**config.mk**
```make
export PLATFORM = sky130hd
export DESIGN_NAME = mem_arbiter_flat
export DESIGN_NICKNAME = d
export VERILOG_FILES = /design/src/rtl/mem_arbiter_if.sv /design/src/rtl/mem_arbiter.sv /design/src/flat_wrapper.sv
export SDC_FILE = /design/constraint.sdc
export NUM_CORES = 1
export LEC_CHECK = 0
export BUFFER_PORTS_ARGS = -buffer_cell sky130_fd_sc_hd__buf_4
export CAP_MARGIN = 40
export CORE_MARGIN = 2
export CORE_UTILIZATION = 49
export CTS_BUF_LIST = sky130_fd_sc_hd__clkbuf_4
export DETAILED_ROUTE_END_ITERATION = 16
export GPL_TIMING_DRIVEN = 1
export PLACE_DENSITY = 0.82
export SKIP_LAST_GASP = 1
export SLEW_MARGIN = 20
export SYNTH_ARGS = -nofsm -noshare
export SYNTH_HDL_FRONTEND = slang
export SYNTH_SLANG_ARGS = --single-unit
```
**constraint.sdc**
```tcl
create_clock -name clk -period 6.45 [get_ports clk]
set_input_delay 1.29 -clock clk [delete_from_list [all_inputs] [get_ports clk]]
set_output_delay 1.29 -clock clk [all_outputs]
set_load 0.02 [all_outputs]
```
**src/rtl/mem_arbiter_if.sv**
```systemverilog
// ----------------------------------------------------------------------------
// mem_arbiter_if
// Bundles the two requester ports (IF fetch, MEM data) and the single-ported
// memory bus of mem_arbiter.
//   slave  : arbiter view (requests and mem_rdata in; ready/rdata/stall and
//            memory strobes out)
//   master : environment view (pipeline requesters plus memory model)
// ----------------------------------------------------------------------------
interface mem_arbiter_if;
    // instruction-fetch port
    logic        if_req;
    logic [31:0] if_addr;
    logic [31:0] if_rdata;
    logic        if_ready;
    logic        if_stall;
    // data port
    logic        d_req;
    logic        d_we;
    logic [31:0] d_addr;
    logic [31:0] d_wdata;
    logic [31:0] d_rdata;
    logic        d_ready;
    logic        d_stall;
    // memory side
    logic        mem_en;
    logic        mem_we;
    logic [29:0] mem_addr;
    logic [31:0] mem_wdata;
    logic [31:0] mem_rdata;

    modport slave (
        input  if_req, if_addr,
        input  d_req, d_we, d_addr, d_wdata,
        input  mem_rdata,
        output if_rdata, if_ready, if_stall,
        output d_rdata, d_ready, d_stall,
        output mem_en, mem_we, mem_addr, mem_wdata
    );

    modport master (
        output if_req, if_addr,
        output d_req, d_we, d_addr, d_wdata,
        output mem_rdata,
        input  if_rdata, if_ready, if_stall,
        input  d_rdata, d_ready, d_stall,
        input  mem_en, mem_we, mem_addr, mem_wdata
    );
endinterface

```
**src/rtl/mem_arbiter.sv**
```systemverilog
// ----------------------------------------------------------------------------
// mem_arbiter
// Shares one fixed-latency, single-ported memory between the IF (instruction)
// and MEM (data) ports. One access at a time: IDLE -> ISSUE -> WAIT -> DONE.
// D wins arbitration unless I has lost STARVE_MAX consecutive times.
//
// Ports:
//   clk    : clock, rising edge
//   reset  : asynchronous, active-high
//   bus    : mem_arbiter_if.slave
//            if_req/if_addr -> if_rdata/if_ready/if_stall
//            d_req/d_we/d_addr/d_wdata -> d_rdata/d_ready/d_stall
//            mem_en/mem_we/mem_addr/mem_wdata out, mem_rdata in
// Parameters:
//   MEM_LATENCY : mem_en cycle to mem_rdata valid (1..15)
//   STARVE_MAX  : lost arbitrations before I is forced to win (1..7)
// ----------------------------------------------------------------------------
module mem_arbiter #(
    parameter int unsigned MEM_LATENCY = 2,
    parameter int unsigned STARVE_MAX  = 2
) (
    input  logic         clk,
    input  logic         reset,
    mem_arbiter_if.slave bus
);

    localparam logic [1:0] S_IDLE  = 2'd0;
    localparam logic [1:0] S_ISSUE = 2'd1;
    localparam logic [1:0] S_WAIT  = 2'd2;
    localparam logic [1:0] S_DONE  = 2'd3;

    localparam logic [3:0] LAT_INIT  = 4'(MEM_LATENCY);
    localparam logic [2:0] STARVE_LIM = 3'(STARVE_MAX);

    logic [1:0]  r_state;
    logic        r_owner_d;      // 1 = data port owns the in-flight access
    logic        r_we;
    logic [29:0] r_addr;
    logic [31:0] r_wdata;
    logic [3:0]  r_cnt;
    logic [2:0]  r_starve_cnt;
    logic        r_mem_en;
    logic        r_mem_we;
    logic        r_if_ready;
    logic        r_d_ready;
    logic [31:0] r_if_rdata;
    logic [31:0] r_d_rdata;

    logic        w_any_req;
    logic        w_grant_i;

    assign w_any_req = bus.if_req | bus.d_req;
    // I wins when D is absent or when I has been starved long enough.
    assign w_grant_i = bus.if_req & (~bus.d_req | (r_starve_cnt == STARVE_LIM));

    always_ff @(posedge clk or posedge reset) begin
        if (reset) begin
            r_state      <= S_IDLE;
            r_owner_d    <= 1'b0;
            r_we         <= 1'b0;
            r_addr       <= '0;
            r_wdata      <= '0;
            r_cnt        <= '0;
            r_starve_cnt <= '0;
            r_mem_en     <= 1'b0;
            r_mem_we     <= 1'b0;
            r_if_ready   <= 1'b0;
            r_d_ready    <= 1'b0;
            r_if_rdata   <= '0;
            r_d_rdata    <= '0;
        end else begin
            // strobes default low; each is set for exactly one cycle below
            r_mem_en   <= 1'b0;
            r_mem_we   <= 1'b0;
            r_if_ready <= 1'b0;
            r_d_ready  <= 1'b0;

            case (r_state)
                S_IDLE: begin
                    if (w_any_req) begin
                        r_state  <= S_ISSUE;
                        r_mem_en <= 1'b1;
                        r_cnt    <= LAT_INIT;
                        if (w_grant_i) begin
                            r_owner_d    <= 1'b0;
                            r_we         <= 1'b0;
                            r_addr       <= bus.if_addr[31:2];
                            r_wdata      <= '0;
                            r_starve_cnt <= '0;
                        end else begin
                            r_owner_d <= 1'b1;
                            r_we      <= bus.d_we;
                            r_mem_we  <= bus.d_we;
                            r_addr    <= bus.d_addr[31:2];
                            r_wdata   <= bus.d_wdata;
                            if (bus.if_req && (r_starve_cnt < STARVE_LIM))
                                r_starve_cnt <= r_starve_cnt + 3'd1;
                        end
                    end
                end
                S_ISSUE: begin
                    r_state <= S_WAIT;
                end
                S_WAIT: begin
                    r_cnt <= r_cnt - 4'd1;
                    if (r_cnt == 4'd1) begin
                        r_state <= S_DONE;
                        if (r_owner_d) begin
                            r_d_ready <= 1'b1;
                            if (!r_we)
                                r_d_rdata <= bus.mem_rdata;
                        end else begin
                            r_if_ready <= 1'b1;
                            r_if_rdata <= bus.mem_rdata;
                        end
                    end
                end
                default: begin
                    // S_DONE: ready pulse is visible this cycle; requests ignored
                    r_state <= S_IDLE;
                end
            endcase
        end
    end

    assign bus.mem_en    = r_mem_en;
    assign bus.mem_we    = r_mem_we;
    assign bus.mem_addr  = r_addr;
    assign bus.mem_wdata = r_wdata;
    assign bus.if_rdata  = r_if_rdata;
    assign bus.if_ready  = r_if_ready;
    assign bus.d_rdata   = r_d_rdata;
    assign bus.d_ready   = r_d_ready;
    assign bus.if_stall  = bus.if_req & ~r_if_ready;
    assign bus.d_stall   = bus.d_req & ~r_d_ready;

endmodule

```
**src/flat_wrapper.sv**
```systemverilog
// flat-port wrapper written by rule: the top's interface ports become plain ports
module mem_arbiter_flat 
#(
    parameter int unsigned MEM_LATENCY = 2,
    parameter int unsigned STARVE_MAX  = 2
)
  (clk, reset, bus_if_req, bus_if_addr, bus_d_req, bus_d_we, bus_d_addr, bus_d_wdata, bus_mem_rdata, bus_if_rdata, bus_if_ready, bus_if_stall, bus_d_rdata, bus_d_ready, bus_d_stall, bus_mem_en, bus_mem_we, bus_mem_addr, bus_mem_wdata);
  mem_arbiter_if bus_i ();
  input  logic clk;
  input  logic reset;
  input wire logic [$bits(bus_i.if_req)-1:0] bus_if_req;
  input wire logic [$bits(bus_i.if_addr)-1:0] bus_if_addr;
  input wire logic [$bits(bus_i.d_req)-1:0] bus_d_req;
  input wire logic [$bits(bus_i.d_we)-1:0] bus_d_we;
  input wire logic [$bits(bus_i.d_addr)-1:0] bus_d_addr;
  input wire logic [$bits(bus_i.d_wdata)-1:0] bus_d_wdata;
  input wire logic [$bits(bus_i.mem_rdata)-1:0] bus_mem_rdata;
  output wire logic [$bits(bus_i.if_rdata)-1:0] bus_if_rdata;
  output wire logic [$bits(bus_i.if_ready)-1:0] bus_if_ready;
  output wire logic [$bits(bus_i.if_stall)-1:0] bus_if_stall;
  output wire logic [$bits(bus_i.d_rdata)-1:0] bus_d_rdata;
  output wire logic [$bits(bus_i.d_ready)-1:0] bus_d_ready;
  output wire logic [$bits(bus_i.d_stall)-1:0] bus_d_stall;
  output wire logic [$bits(bus_i.mem_en)-1:0] bus_mem_en;
  output wire logic [$bits(bus_i.mem_we)-1:0] bus_mem_we;
  output wire logic [$bits(bus_i.mem_addr)-1:0] bus_mem_addr;
  output wire logic [$bits(bus_i.mem_wdata)-1:0] bus_mem_wdata;
  assign bus_i.if_req = bus_if_req;
  assign bus_i.if_addr = bus_if_addr;
  assign bus_i.d_req = bus_d_req;
  assign bus_i.d_we = bus_d_we;
  assign bus_i.d_addr = bus_d_addr;
  assign bus_i.d_wdata = bus_d_wdata;
  assign bus_i.mem_rdata = bus_mem_rdata;
  assign bus_if_rdata = bus_i.if_rdata;
  assign bus_if_ready = bus_i.if_ready;
  assign bus_if_stall = bus_i.if_stall;
  assign bus_d_rdata = bus_i.d_rdata;
  assign bus_d_ready = bus_i.d_ready;
  assign bus_d_stall = bus_i.d_stall;
  assign bus_mem_en = bus_i.mem_en;
  assign bus_mem_we = bus_i.mem_we;
  assign bus_mem_addr = bus_i.mem_addr;
  assign bus_mem_wdata = bus_i.mem_wdata;
  mem_arbiter #(.MEM_LATENCY(MEM_LATENCY), .STARVE_MAX(STARVE_MAX)) u_core (.clk(clk), .reset(reset), .bus(bus_i));
endmodule
```
# ---- Word level (Yosys, flattened, before mapping)
# Cells that the tools add are included.
dict set report classes {
  add_sub_neg 2
  magnitude_cmp 1
  n_eq_ne 6
  muxes 21
  bitwise_logic 10
  n_reduce_logical 10
}
# operator n
set ops {}
lappend ops {{$mux W32} 1}
lappend ops {{$mux W30} 1}
lappend ops {{$mux W1} 12}
lappend ops {{$pmux W4 S2} 1}
lappend ops {{$mux W3} 2}
lappend ops {{$pmux W2 S3} 1}
lappend ops {{$reduce_and A2 Y1} 3}
lappend ops {{$reduce_and A3 Y1} 2}
lappend ops {{$not A1 Y1} 5}
lappend ops {{$eq A4 B1 Y1 const B} 1}
lappend ops {{$mux W2} 2}
lappend ops {{$mux W4} 1}
lappend ops {{$ne A2 B1 Y1 const B} 2}
lappend ops {{$reduce_and A4 Y1} 1}
lappend ops {{$reduce_bool A2 Y1} 2}
lappend ops {{$sub A4 B1 Y4 const B} 1}
lappend ops {{$add A3 B1 Y3 const B} 1}
lappend ops {{$and A1 B1 Y1} 3}
lappend ops {{$eq A3 B2 Y1 const B} 1}
lappend ops {{$lt A3 B2 Y1 const B} 1}
lappend ops {{$eq A2 B1 Y1 const B} 1}
lappend ops {{$eq A2 B2 Y1 const B} 1}
lappend ops {{$logic_not A2 Y1} 1}
lappend ops {{$or A1 B1 Y1} 2}
lappend ops {{$logic_and A1 B1 Y1} 1}
dict set report word_totals {
  regBits 141
  input_bits 133
  out_inout_bits 132
}

# ---- Logic depth before layout (Yosys ltp)
dict set report depth {
  word_depth 6
  ltp_mapped 8
  ltp_nobuf 6
}

# ---- Worst setup path after synthesis
# No wires, ideal clock.
dict set report synth_path {
  path_type {input to output}
  startpoint {input port bus_d_req}
  endpoint {output port bus_d_stall}
  arrival_time_ns 1.837
  slack_ns 3.323
  stages 3
  cell_sequence {inv_1 > clkbuf_1 > nor2_1}
}
dict set report synth_between {
  elab_chain_cells 1
}
# element line
set synth_rtl {}
lappend synth_rtl {{from (decl)} flat_wrapper.sv:13} ;# input wire logic [$bits(bus_i.d_req)-1:0] bus_d_req;
lappend synth_rtl {{$and A1 B1 Y1} mem_arbiter.sv:135} ;# assign bus.d_stall = bus.d_req & ~r_d_ready;
lappend synth_rtl {{to (decl)} flat_wrapper.sv:23} ;# output wire logic [$bits(bus_i.d_stall)-1:0] bus_d_stall;
# Every way passes these cells.

# ---- Final worst setup path
dict set report layout_path {
  startpoint {input port bus_if_req}
  endpoint {output port bus_if_stall}
}
dict set report layout_between {
  elab_chain_cells 1
}
# element line
set layout_rtl {}
lappend layout_rtl {{from (decl)} flat_wrapper.sv:11} ;# input wire logic [$bits(bus_i.if_req)-1:0] bus_if_req;
lappend layout_rtl {{$and A1 B1 Y1} mem_arbiter.sv:134} ;# assign bus.if_stall = bus.if_req & ~r_if_ready;
lappend layout_rtl {{to (decl)} flat_wrapper.sv:20} ;# output wire logic [$bits(bus_i.if_stall)-1:0] bus_if_stall;
# Every way passes these cells.

==> flow_summary_export.csv <==
group,metric,value,unit
finish,drive_gt1_share,47.1,%
finish,register_area,3530,um^2
sta,rsz0062_at_grt,"no",
floorplan,dieWidth,116,um
clock_tree,cts_hold_buf,0,
clock_tree,clock_latency,0.54,ns
run_status,status,"finished, final reports clean",
sta,maxSlewHeadroom,50.5,%
clock_tree,cts_tree,"done",
worst_setup_path,path_cells,"buf_4, inv_1, nor2_1, buf_4",
worst_setup_path,worstSetupPathType,"in -> out",
worst_hold_path,hold_path_class,"reg -> reg",
clock_tree,clk_pin_slew_worst_paths,0.11,ns
global_route,grt_usage,24.6,%
sta,slew_viol_final,0,
place,placedCellCount,920,
detailed_routing,postRouteAntennaNets,0,
global_route,grt_pass1_vias,5061,
synthesis,synth.avg_cell_area,11.7,um^2
detailed_routing,vias,5100,
sta,period_share,53.5,%
floorplan,rows,40,
worst_setup_path,end_kind,"output pin",
finish,multiInputGateArea,2360,um^2
clock_tree,htreeDepth,4,
synthesis,ys_ff_latch,141,
worst_setup_path,crit_buf_inv,3,
sta,tightest_slew,0.741,ns
synthesis,synth_warnings,0,
sta,setup_violations,0,
synthesis,synth_nets,667,
global_route,grt_max_degree,90,
finish,final_cell_mix,"266 x buf_4, 141 x dfrtp_1, 128 x nand2_1, 35 x o21ai_0, 32 x o211ai_1",
worst_setup_path,critical_path_arrival,2.16,ns
clock_tree,post_cts_buffers,0,
finish,layout.cells.non_filler,954,
global_route,grt-ovfl-total,0,
detailed_routing,post_drt_wl_per_cell,17.6,um
pwr,power_leakage,4.09,nW
sta,timing.setup.tns,0,ns
clock_tree,clockRootBuffer,"clkbuf_4",
detailed_routing,viasPerCell,5.35,
synthesis,ys_types,37,
sta,fin_ws,3.00,ns
detailed_routing,dr.pass1.iters,5,
floorplan,fp.dieH,116,um
finish,nets,911,
floorplan,floorplan.initialDensity,50.8,%
clock_tree,cts_sinks,141,
detailed_routing,drc,0,
job,drv_cap,0,
sta,fin_skew,0.0194,ns
floorplan,core_area,12200,um^2
synthesis,ys_seq_area_share,57.2,%
floorplan,dieArea,13500,um^2
worst_setup_path,cpPeakStageDelay,0.35,ns
sta,fmax,290,MHz
place,pre_cts_ws,3.01,ns
finish,layout-area-overhead-vs-synth,37.1,%
detailed_routing,routed_wirelength,16.8,mm
floorplan,ios,265,
clock_tree,cts_resized,0,
worst_setup_path,cp_slowest_cell,"buf_4",
worst_setup_path,cp-start-kind,"input port",
place,gp_congestion,0.790,
sta,hold_viol,0,
synthesis,netlist_area,6170,um^2
finish,fill_cells,888,
place,dpl.hpwl,11.5,mm
worst_setup_path,crit_family,"buffers and inverters",
pwr,power-per-cell-area,482,nW/um^2
place,portBuffers,260,
global_route,grt_pass1_wl,25.7,mm
clock_tree,cts_buffers,17,
global_route,antenna_found_initial,1,
sta,finalCriticalPeriod,3.45,ns
pwr,vdd_drop_max,0.230,mV
clock_tree,clockBufferDepth,2,
synthesis,netlist_instances,528,
finish,final_common_cell,"buf_4",
worst_setup_path,cpMostUsedCell,"buf_4",
detailed_routing,drt-initial-drc-count,422,
worst_setup_path,crit_path_max_fanout,37,
worst_setup_path,crit_required,5.16,ns
-- routing by layer --
metal / track usage [%] / part of all wire [%] / vias up
met1: 29.8 / 39 / 2466
li1: - / - / 2347
met4: 10.8 / 2.7 / 0
met3: 7.99 / 8.9 / 39
met2: 40.5 / 49 / 248
met5: 0 / 0 / -
-- worst reg2reg max path, stage by stage, from the launching register on --
cell      delay [ns]
dfrtp_1         0.39
inv_1           0.08
ha_1            0.33
and4bb_4        0.32
nor2b_4         0.14
buf_4           0.51
mux2_2          0.42
-- state kept, by name, summed over array words and instances (netlist names) --
| name | flops |
|---|---|
| u_core.r_owner_d | 1 |
| u_core.bus.if_rdata | 32 |
| u_core.r_state | 2 |
| u_core.bus.if_ready | 1 |
| u_core.bus.mem_we | 1 |
| u_core.bus.mem_en | 1 |
| u_core.r_starve_cnt | 3 |
| u_core.r_cnt | 4 |
| u_core.bus.mem_addr | 30 |
| u_core.bus.d_ready | 1 |
| u_core.r_we | 1 |
| u_core.bus.mem_wdata | 32 |
| u_core.bus.d_rdata | 32 |
-- where the power goes --
group          total [mW]  internal, mW  switching, mW
Sequential           1.53          1.28          0.247
Combinational        2.01         0.891           1.12
Clock               0.545         0.232          0.312
-- metrics by stage --
step | hold WS [ns] | util, % | instance area [um^2] | total power [mW]
CTS | 0.499 | 69.3 | 8430 | 4.10
detailed placement | 0.472 | 67.1 | 8170 | 3.56
floorplan | 0.450 | - | 6170 | 2.67
finish | 0.496 | 69.6 | 8460 | 4.08
global route | 0.519 | 69.6 | 8460 | 4.33
global placement | 0.464 | 66.9 | 8140 | 3.45
-- cell families after synthesis --
family	count (synthesis)	share of synthesized area [%]
AOI/OAI and AO/OA	111	12.5
adders and majority gates	6	1.22
buffers and inverters	54	5.03
DFF	141	57.2
muxes	65	13.6
and+or+nand+nor	151	10.5
-- cells in the mapped netlist, drive strengths merged --
master     n  area [um^2]
clkbuf    20         75.1
nand2b     3         18.8
buf       23          194
and2       1         7.51
inv       11         41.3
dfrtp    141         3530
o21ai     37          185
a21oi      5         25.0
nor3       1         5.00
nand4b     1         8.76
nand3b     1         20.0
o22a       1         10.0
nor2b      2         20.0
nand3      2         10.0
and4bb     1         16.3
nand2    128          480
o31ai      1         7.51
nor2       7         26.3
mux2      65          841
a41oi      1         8.76
o21a       1         7.51
o2111ai   31          272
nor4b      1         8.76
a31oi      1         6.26
nor3b      1         7.51
o2bb2ai    1         8.76
o211ai    32          240
or3b       2         17.5
ha         6         75.1
-- cell type report --
cell class                      count  area share (%)
Clock inverter                     13            1.48
Clock buffer                       19            1.69
Antenna cell                        1          0.0296
Sequential cell                   141            41.7
Inverter                           11           0.547
Multi-Input combinational cell    333            27.9
Tap cell                          168            2.48
Timing Repair Buffer              268            24.2
-- worst paths after layout --
kind	start	to	slack, ns	cells past startpoint
worst max-delay path	bus_if_req	bus_if_stall	3.00	4
worst min-delay path	u_core.bus.mem_wdata[19]$_DFFE_PP0P_	u_core.bus.mem_wdata[19]$_DFFE_PP0P_	0.50	2
worst max register to register	u_core.r_state[0]$_DFFE_PP0P_	u_core.bus.if_rdata[30]$_DFFE_PP0P_	4.16	6
worst min register to register	u_core.bus.mem_wdata[19]$_DFFE_PP0P_	u_core.bus.mem_wdata[19]$_DFFE_PP0P_	0.50	2
max in group asynchronous	reset	u_core.bus.if_rdata[8]$_DFFE_PP0P_	4.49	4
min in group asynchronous	reset	u_core.bus.if_rdata[11]$_DFFE_PP0P_	0.62	2
No activity file was read; power rests on OpenSTA's default activity.
